$ cat src/rtl/nor3_exerciser.sv
// Stimulus/response driver for a three-input NOR cell.
// Steps an 8-vector table, syncs Y back in, counts settle latency.
module nor3_exerciser #(
    parameter int CNT_W      = 4,
    parameter int SETTLE_MAX = 15
) (
    input  logic             CLK,
    input  logic             R,
    input  logic             start,
    input  logic             y_in,
    output logic             drv_a,
    output logic             drv_b,
    output logic             drv_c,
    output logic             busy,
    output logic             done,
    output logic             pass,
    output logic [3:0]       err_count,
    output logic [CNT_W-1:0] max_lat,
    output logic [2:0]       vec_idx
);

    typedef enum logic {
        S_IDLE = 1'b0,
        S_WAIT = 1'b1
    } state_t;

    localparam logic [CNT_W-1:0] LAT_TMO = CNT_W'(SETTLE_MAX);

    state_t           r_state;
    logic             r_sync1;
    logic             r_sync2;
    logic [CNT_W-1:0] r_lat;
    logic [2:0]       r_idx;
    logic [2:0]       r_drv;
    logic             r_busy;
    logic             r_done;
    logic             r_pass;
    logic [3:0]       r_err;
    logic [CNT_W-1:0] r_max;

    state_t           w_state;
    logic [CNT_W-1:0] w_lat;
    logic [2:0]       w_idx;
    logic [2:0]       w_drv;
    logic             w_busy;
    logic             w_done;
    logic             w_pass;
    logic [3:0]       w_err;
    logic [CNT_W-1:0] w_max;
    logic             w_exp;
    logic             w_match;
    logic             w_tmo;

    // {a,b,c} per vector; every odd entry is 000 so expected Y alternates
    function automatic logic [2:0] vec_tbl(input logic [2:0] i);
        logic [2:0] v;
        v = 3'b000;
        case (i)
            3'd0:    v = 3'b001;
            3'd2:    v = 3'b010;
            3'd4:    v = 3'b100;
            3'd6:    v = 3'b111;
            default: v = 3'b000;
        endcase
        return v;
    endfunction

    assign w_exp   = ~(|r_drv);
    assign w_match = (r_sync2 == w_exp);
    assign w_tmo   = !w_match && (r_lat == LAT_TMO);

    // Two-flop synchronizer for the asynchronous cell output
    always_ff @(posedge CLK or negedge R) begin
        if (!R) begin
            r_sync1 <= 1'b0;
            r_sync2 <= 1'b0;
        end else begin
            r_sync1 <= y_in;
            r_sync2 <= r_sync1;
        end
    end

    // State and result registers
    always_ff @(posedge CLK or negedge R) begin
        if (!R) begin
            r_state <= S_IDLE;
            r_lat   <= '0;
            r_idx   <= '0;
            r_drv   <= '0;
            r_busy  <= 1'b0;
            r_done  <= 1'b0;
            r_pass  <= 1'b0;
            r_err   <= '0;
            r_max   <= '0;
        end else begin
            r_state <= w_state;
            r_lat   <= w_lat;
            r_idx   <= w_idx;
            r_drv   <= w_drv;
            r_busy  <= w_busy;
            r_done  <= w_done;
            r_pass  <= w_pass;
            r_err   <= w_err;
            r_max   <= w_max;
        end
    end

    // Next-state: launch on start, then match-or-timeout per vector
    always_comb begin
        w_state = r_state;
        w_lat   = r_lat;
        w_idx   = r_idx;
        w_drv   = r_drv;
        w_busy  = r_busy;
        w_done  = 1'b0;
        w_pass  = r_pass;
        w_err   = r_err;
        w_max   = r_max;
        unique case (r_state)
            S_IDLE: begin
                if (start) begin
                    w_state = S_WAIT;
                    w_idx   = 3'd0;
                    w_drv   = vec_tbl(3'd0);
                    w_lat   = '0;
                    w_busy  = 1'b1;
                    w_err   = '0;
                    w_max   = '0;
                    w_pass  = 1'b0;
                end
            end
            S_WAIT: begin
                if (w_match || w_tmo) begin
                    if (w_match) begin
                        if (r_lat > r_max) w_max = r_lat;
                    end else begin
                        w_err = r_err + 4'd1;
                    end
                    if (r_idx != 3'd7) begin
                        w_idx = r_idx + 3'd1;
                        w_drv = vec_tbl(r_idx + 3'd1);
                        w_lat = '0;
                    end else begin
                        w_state = S_IDLE;
                        w_busy  = 1'b0;
                        w_done  = 1'b1;
                        w_pass  = (w_err == 4'd0);
                    end
                end else begin
                    w_lat = r_lat + 1'b1;
                end
            end
            default: w_state = S_IDLE;
        endcase
    end

    assign drv_a     = r_drv[2];
    assign drv_b     = r_drv[1];
    assign drv_c     = r_drv[0];
    assign busy      = r_busy;
    assign done      = r_done;
    assign pass      = r_pass;
    assign err_count = r_err;
    assign max_lat   = r_max;
    assign vec_idx   = r_idx;

endmodule
$ cat config.mk
export PLATFORM = sky130hd
export DESIGN_NAME = nor3_exerciser
export DESIGN_NICKNAME = d
export VERILOG_FILES = /design/src/rtl/nor3_exerciser.sv
export SDC_FILE = /design/constraint.sdc
export NUM_CORES = 1
export LEC_CHECK = 0
export ABC_AREA = 1
export CORE_AREA = 2 2 49 69
export DETAILED_ROUTE_END_ITERATION = 12
export DIE_AREA = 0 0 51 71
export GPL_TIMING_DRIVEN = 0
export PLACE_DENSITY = 0.72
export SLEW_MARGIN = 5
export SYNTH_ARGS = -nofsm -noshare
export SYNTH_HDL_FRONTEND = slang
export SYNTH_SLANG_ARGS = --single-unit
$ cat constraint.sdc
create_clock -name CLK -period 1.7 [get_ports CLK]
set_clock_uncertainty 0.2 [all_clocks]
set_input_delay 0.17 -clock CLK [delete_from_list [all_inputs] [get_ports CLK]]
set_output_delay 0.17 -clock CLK [all_outputs]
set_load 0.05 [all_outputs]
=== Yosys cells after proc, flatten, opt, wreduce, memory -nomap -nowiden ===
Cells that the tools add are included.

* Register bits after elaboration: 24
* Bits of input ports: 4
* Output and inout bits: 17
* Logic and storage cells: 78

* $add $sub $neg: 3
* $lt $le $gt $ge: 1
* Eq/ne operators: 13
* Multiplexer cells: 37
* Bitwise operators: 2
* Reduce and logical (&&, ||, !) cells: 11

{| class="wikitable"
|+ Operators with widths
! operator !! number
|-
| two-way mux 4 bit || 10
|-
| case mux 4 bit (2 select lines) || 3
|-
| two-way mux 3 bit || 6
|-
| two-way mux 1 bit || 12
|-
| case mux 3 bit (2 select lines) || 2
|-
| case mux 3 bit (4 select lines) || 1
|-
| adder 4 x 1 -> 4 bit, second input constant || 2
|-
| != test 2 x 1 -> 1 bit, second input constant || 4
|-
| == test 3 bit, second input constant || 2
|-
| case mux 1 bit (2 select lines) || 3
|-
| AND reduction 3 bit || 2
|-
| == test 4 bit, second input constant || 1
|-
| > comparator 4 bit || 1
|-
| zero test 4 bit || 1
|-
| != test 2 bit, second input constant || 2
|-
| AND reduction 2 bit || 2
|-
| AND reduction 4 bit || 1
|-
| adder 3 x 1 -> 3 bit, second input constant || 1
|-
| == test 3 x 2 -> 1 bit, second input constant || 1
|-
| zero test 3 bit || 1
|-
| != test 3 x 2 -> 1 bit, second input constant || 1
|-
| != test 3 bit, second input constant || 1
|-
| OR reduction 3 bit || 1
|-
| inverter 1 bit || 2
|-
| 4 further kinds || 4
|}

=== Logic depth before layout (Yosys ltp) ===
Gate-level depths: netlist of the first run.

* Depth in word-level cells: 12
* Gate-level depth with buffers: 11
* Gate-level depth less buffers: 11

=== Worst setup path before layout of the first run ===
Ideal clock, no wire load.

* Path type: register to register
* Start point: register r_max[1] (netlist: max_lat[1])
* End point: register r_max[0] (netlist: max_lat[0])
* Library setup time: 0.120 ns
* Data arrival time: 1.587 ns
* Setup slack: -0.207 ns
* Stages on the path, launching flop included: 12
* Buffers on the path: 0
* Path through: dfrtp_1 > inv_1 > ha_1 > inv_1 > o21bai_1 > nand2_1 > nand2_1 > nand3_1 > nand2_1 > nand2_4 > nand2_1 > o21ai_2

* Word-level cells in the longest chain between the ends: 3

{| class="wikitable"
|+ RTL lines
! what !! RTL line !! source
|-
| from (decl) || 39 || <nowiki>logic [CNT_W-1:0] r_max;</nowiki>
|-
| from (signal assigned) || 104 || <nowiki>r_max <= w_max;</nowiki>
|-
| > comparator 4 bit || 135 || <nowiki>if (r_lat > r_max) w_max = r_lat;</nowiki>
|-
| != test 2 x 1 -> 1 bit (no source line) || n/a ||
|-
| AND reduction 4 bit (no source line) || n/a ||
|}

No other way between the ends.
A chain may end at the register's enable or synchronous reset.

=== Worst setup path after layout of the first run ===
* Start point: register r_lat[1]
* End point: register r_max[1] (netlist: max_lat[1])

* Word-level cells in the longest chain between the ends: 5
* Elaborated cells on any way between the ends: 11
* Classes of those cells: order compare: 1; eq/ne: 3; mux: 4; reduce/logical: 3

{| class="wikitable"
|+ RTL lines
! what !! RTL line !! source
|-
| from (decl) || 32 || <nowiki>logic [CNT_W-1:0] r_lat;</nowiki>
|-
| from (signal assigned) || 97 || <nowiki>r_lat <= w_lat;</nowiki>
|-
| parallel branches: the longest is 5 deep, another holds > comparator 4 bit || n/a ||
|}

Parallel ways; which one is timed is not known. The select of a mux whose other input is x is not followed.

==> results of run 1 <==
[synth_stat cells]
cell,count,area share
nand2_1,37,0.10
dfrtp_1,24,0.44
inv_1,23,0.063
nand3_1,15,0.055
ha_1,10,0.091
o21ai_1,8,0.029
o21ai_0,5,0.018
nand2_4,4,0.033
nand2_2,3,0.014
nand2_8,3,0.044
nor2_1,3,0.0082
o21ai_2,3,0.019
o22ai_1,3,0.014
xnor2_1,2,0.013
xor2_1,2,0.013
a211oi_1,1,0.0055
a21oi_1,1,0.0036
buf_4,1,0.0055
inv_2,1,0.0027
nand3_4,1,0.013
nor2_4,1,0.0082
o21bai_1,1,0.0055
o31ai_1,1,0.0055
[final timing paths]
kind                           from    endpoint  slack [ns]  depth (start not counted)
min                            y_in     r_sync1        0.14                          1
max reg2reg                r_lat[1]  max_lat[1]       -0.01                         10
max in group asynchronous         R    r_lat[0]        0.31                          1
min reg2reg                 r_sync1     r_sync2        0.17                          0
max                        r_lat[1]  max_lat[1]       -0.01                         10
min in group asynchronous         R  max_lat[2]        0.28                          1
[flip-flops by register name, indices dropped and copies added, names as in the netlist]
signal	cells
r_sync2	1
r_lat	4
r_drv	3
r_state	1
vec_idx	3
pass	1
max_lat	4
r_sync1	1
busy	1
done	1
err_count	4
[logic make-up after synthesis]
group,after synthesis
and+or+nand+nor,67
buffers and inverters,25
DFF,24
AOI/OAI and AO/OA,23
adders and majority gates,10
xor gates and xnor gates,4
[routing by layer]
metal | track usage | routed length (µm)
met1 | 0.185 | 1000
met4 | 0.0631 | 42
met3 | 0.0253 | 74
met2 | 0.309 | 1540
met5 | 0 | 0
[power by group]
part	internal [mW]	leakage [nW]	switching, mW
clock	0.159	0.0216	0.177
sequential	0.792	0.287	0.201
combinational	0.758	0.566	1.55
[cell type report]
class | count | area share
plain buffers | 1 | 0.00427
flip-flops and latches | 24 | 0.351
multi-input cells | 104 | 0.420
repair buffers | 25 | 0.123
inverters | 24 | 0.0512
clock buffers | 3 | 0.0235
well taps | 39 | 0.0277
[critical path, cell delays in order, from the launching register on]
cell and delay (ns):
dfrtp_2 0.45, ha_4 0.29, inv_2 0.03, o21bai_1 0.12, nand2_1 0.06, nand2_1 0.08, nand3_2 0.08, nand2_2 0.08
nand2_4 0.09, nand2_1 0.07, o21ai_1 0.06
[through the flow]
step,util,worst slack (ns),hold slack [ns],instances
floorplan,-,-0.0394,-0.326,153
global placement,0.549,-0.0666,0.133,212
detailed placement,0.549,-0.101,0.153,212
CTS,0.559,0.0101,0.137,215
global route,0.580,-0.0980,0.155,220
finish,0.580,-0.0124,0.136,220
[what timing repair did]
action	4_1_cts	5_1_grt
buffers inserted	0	5
resized for setup	21	9
setup endpoints to repair	29	15
pin swaps	0	10
==> results.yml, run 1 <==
final_layout:
  seq_area_um2: 617
  final_area_um2: 1760
  fill_cells: 278
  layout_commonest_cell: "nand2_1"
  final_cell_mix: "33 x nand2_1, 21 x inv_1, 17 x dlygate4sd2_1"
  area_growth_pct: 28.1
  num_antenna_cells: 0
  num-nets-final: 197
  multi_input_area_um2: 738
  layout-drive-gt1-share: 0.276
grt:
  gr-total-overflow: 0
  grt_usage: 0.166
  grt_pass1_vias: 1083
  grt_pass1_wl_um: 4640
  grt_max_degree: 25
  antenna_found_initial: 0
outcome:
  violations: "setup timing"
  status: "finished with violations"
synthesis:
  synthAdderAreaFrac: 0.0911
  synth_top_family_by_area: "simple AND/OR/NAND/NOR gates"
  synth_cells: 153
  synth_nets: 167
  yosys.area_share.simple: 0.275
  avgSynthCellArea_um2: 8.98
  syn-cell-area_um2: 1370
  synth_cell_types: 23
  synth-compound-area-share: 0.100
  yosysSeqAreaShare: 0.437
  muxShareOfSynthArea: 0
  synthXorXnorAreaFrac: 0.0255
  ys_ff_latch: 24
  yosys_warnings: 0
flow_run:
  drv_cap: 0
timing:
  setup-violations-final: 2
  setup_tns_ns: -0.0190
  worst_slew_pin_slew_ns: 1.06
  hold_viol_final: 0
  period_share: 1.01
  slew_headroom: 0.290
  drv_slew: 0
  finalWorstSetupSlack_ns: -0.0124
  rsz0062_at_grt: "yes"
  fmax_mhz: 584
  min_period_ns: 1.71
drt:
  drcViolationCount: 0
  wl_per_cell_um: 12.1
  vias: 1105
  wl_um: 2650
  first_pass_iters: 4
  via_per_inst: 5.02
  drt_iter0_drc: 26
  ant_nets: 0
min_path:
  hp-class: "input port to flip-flop"
worst_setup_path:
  end_kind: "flip-flop"
  worstSetupStartpointType: "flip-flop"
  crit_fanout: 8
  setup.worst_path.class: "flip-flop to flip-flop"
  cp.required_ns: 1.66
  cp.arrival_ns: 1.67
pwr:
  vdd_ir_drop_max_uv: 1360
  p_leak_nw: 0.875
  p_per_area_nw_per_um2: 2070
  p_total_mw: 3.64
floorplan:
  start_util: 0.453
  die_width_um: 51
  io_pins: 21
  rows: 24
  design.die.area_um2: 3620
  core_area_um2: 3030
  die_y_um: 71
place:
  dpl_cell_area_um2: 1670
  portBuffers: 20
  dp_hpwl_um: 2030
  place.gp.congestion: 0.803
clock_network:
  clk_latency_ns: 0.27
  cts.path.max_buffers: 2
  cts.clk_slew.worst_paths_ns: 0.08
  numCtsBuffers: 3
  h-tree-depth: 1
  cts_root_buf: "clkbuf_8"
  tritoncts: "built"
  cts_sinks: 24
  hold_buffers: 0
(Power assumes the default switching activity.)
==> run 2: changes to the inputs <==
- PLACE_DENSITY: 0.72 -> 0.75
==> run 2 against run 1 <==
Compared with the run above: routed wire length rose by 9.7%; the flow still finishes with violations (setup timing); total power rose by 2.4%; clock power rose by 4%; first-iteration DRC count fell by 23%; critical path type unchanged; sequential cell count did not move; maximum frequency rose by 0.17%.
==> results.yml, run 2 (synthesis gave the netlist of run 1 again) <==
outcome:
  status: "finished with violations"
  violations: "setup timing"
timing:
  fmax_mhz: 585
  drv_slew: 0
  holdWs_ns: 0.133
  period_share: 1.01
  worst_slew_pin_slew_ns: 1.08
  setup-violations-final: 2
  slew_headroom: 0.277
  finalWorstSetupSlack_ns: -0.00952
  min_period_ns: 1.71
  hold_viol_final: 0
  rsz0062_at_grt: "yes"
grt:
  grt_pass1_wl_um: 4890
  grt_max_degree: 25
  antenna_found_initial: 0
  grt_pass1_vias: 1155
  gr-total-overflow: 0
  grt_usage: 0.173
floorplan:
  start_util: 0.453
  core_area_um2: 3030
  io_pins: 21
  rows: 24
  die_width_um: 51
  design.die.area_um2: 3620
  die_y_um: 71
flow_run:
  drv_cap: 0
worst_setup_path:
  cp.required_ns: 1.66
  r2r_slack_ns: -0.01
  reg2reg_to: "max_lat[1]"
  crit_fanout: 8
  rr_startpoint: "r_lat[1]"
  setup.worst_path.class: "flip-flop to flip-flop"
  reg2reg_depth: 10
  worstSetupStartpointType: "flip-flop"
  end_kind: "flip-flop"
  cp.arrival_ns: 1.67
place:
  portBuffers: 20
  dpl_cell_area_um2: 1670
  dp_hpwl_um: 2060
  place.gp.congestion: 0.776
  placed_cells: 212
final_layout:
  multi_input_area_um2: 729
  layout_commonest_cell: "nand2_1"
  num-nets-final: 203
  seq_area_um2: 616
  final_area_um2: 1800
  fill_cells: 272
  final_cells: 227
  final_cell_mix: "33 x nand2_1, 21 x inv_1, 17 x dlygate4sd2_1"
  area_growth_pct: 30.9
  num_antenna_cells: 0
  layout-drive-gt1-share: 0.282
clock_network:
  numCtsBuffers: 3
  cts_sinks: 24
  cts.clk_slew.worst_paths_ns: 0.08
  clk_latency_ns: 0.27
  hold_buffers: 0
  tritoncts: "built"
  cts_root_buf: "clkbuf_8"
  cts.path.max_buffers: 2
  h-tree-depth: 1
min_path:
  hp-class: "input port to flip-flop"
  min_from: "y_in"
  hold_end: "r_sync1"
  holdPathStages: 1
drt:
  wl_per_cell_um: 12.8
  vias: 1140
  wl_um: 2910
  first_pass_iters: 4
  ant_nets: 0
  drcViolationCount: 0
  drt_iter0_drc: 20
  via_per_inst: 5.02
pwr:
  vdd_ir_drop_max_uv: 1160
  p_per_area_nw_per_um2: 2070
  p_leak_nw: 0.904
## run 2: changes by cell type in the layout (fill, tap and decap cells not counted), sizes merged
cell    change
clkbuf      +1
buf         +6
## run 2: metal layers
| metal | vias up | track usage | routed length, µm |
|---|---|---|---|
| met5 | - | 0 | 0 |
| met4 | 0 | 0.0721 | 70 |
| met3 | 6 | 0.0211 | 83 |
| met2 | 28 | 0.306 | 1570 |
| met1 | 545 | 0.208 | 1180 |
| li1 | 561 | - | - |
## run 2: final cells by class
| type | count | area share |
|---|---|---|
| Tap cell | 39 | 0.0271 |
| Multi-Input combinational cell | 104 | 0.406 |
| Timing Repair Buffer | 31 | 0.145 |
| Inverter | 24 | 0.0501 |
| Buffer | 1 | 0.00418 |
| Clock buffer | 4 | 0.0251 |
| Sequential cell | 24 | 0.342 |
## run 2: how the worst max path moves through the flow
stage | start | end | slack [ns] | cells after the start
3_3_place_gp | R | vec_idx[1] | -0.10 | 1
6_report | r_lat[1] | max_lat[1] | -0.01 | 10
2_1_floorplan | max_lat[1] | max_lat[1] | -0.04 | 11
4_1_cts | r_lat[1] | max_lat[1] | -0.002 | 10
3_5_place_dp | R | vec_idx[1] | -0.11 | 1
5_1_grt | r_lat[1] | max_lat[2] | -0.10 | 10
## run 2: critical path, stage by stage, from the launching register on
cell and delay [ns]:
dfrtp_2 0.45, ha_4 0.28, inv_2 0.02, o21bai_1 0.13
nand2_1 0.07, nand2_1 0.07, nand3_1 0.09, nand2_2 0.09
nand2_4 0.08, nand2_2 0.06, o21ai_1 0.06
## run 2: what timing repair did
| item | CTS | global route |
|---|---|---|
| pin swaps | 0 | 6 |
| buffers inserted | 0 | 11 |
| gates resized for setup | 21 | 5 |
| setup endpoints to repair | 31 | 15 |
| hold endpoints to repair | 0 | 0 |
## run 2: per-stage QoR
step,power [mW],util,worst slack (ns),TNS (ns)
final,3.73,0.593,-0.00952,-0.0114
after global routing,4.02,0.593,-0.101,-0.766
after CTS,3.58,0.561,-0.00209,-0.00209
after detailed placement,3.32,0.549,-0.108,-1.70
after global placement,3.24,0.549,-0.105,-1.18
after floorplan,2.71,-,-0.0394,-0.188
## run 2: power by group
group | leakage, nW | switching, mW | internal, mW
registers | 0.288 | 0.192 | 0.790
logic | 0.592 | 1.58 | 0.811
clock network | 0.0228 | 0.182 | 0.168
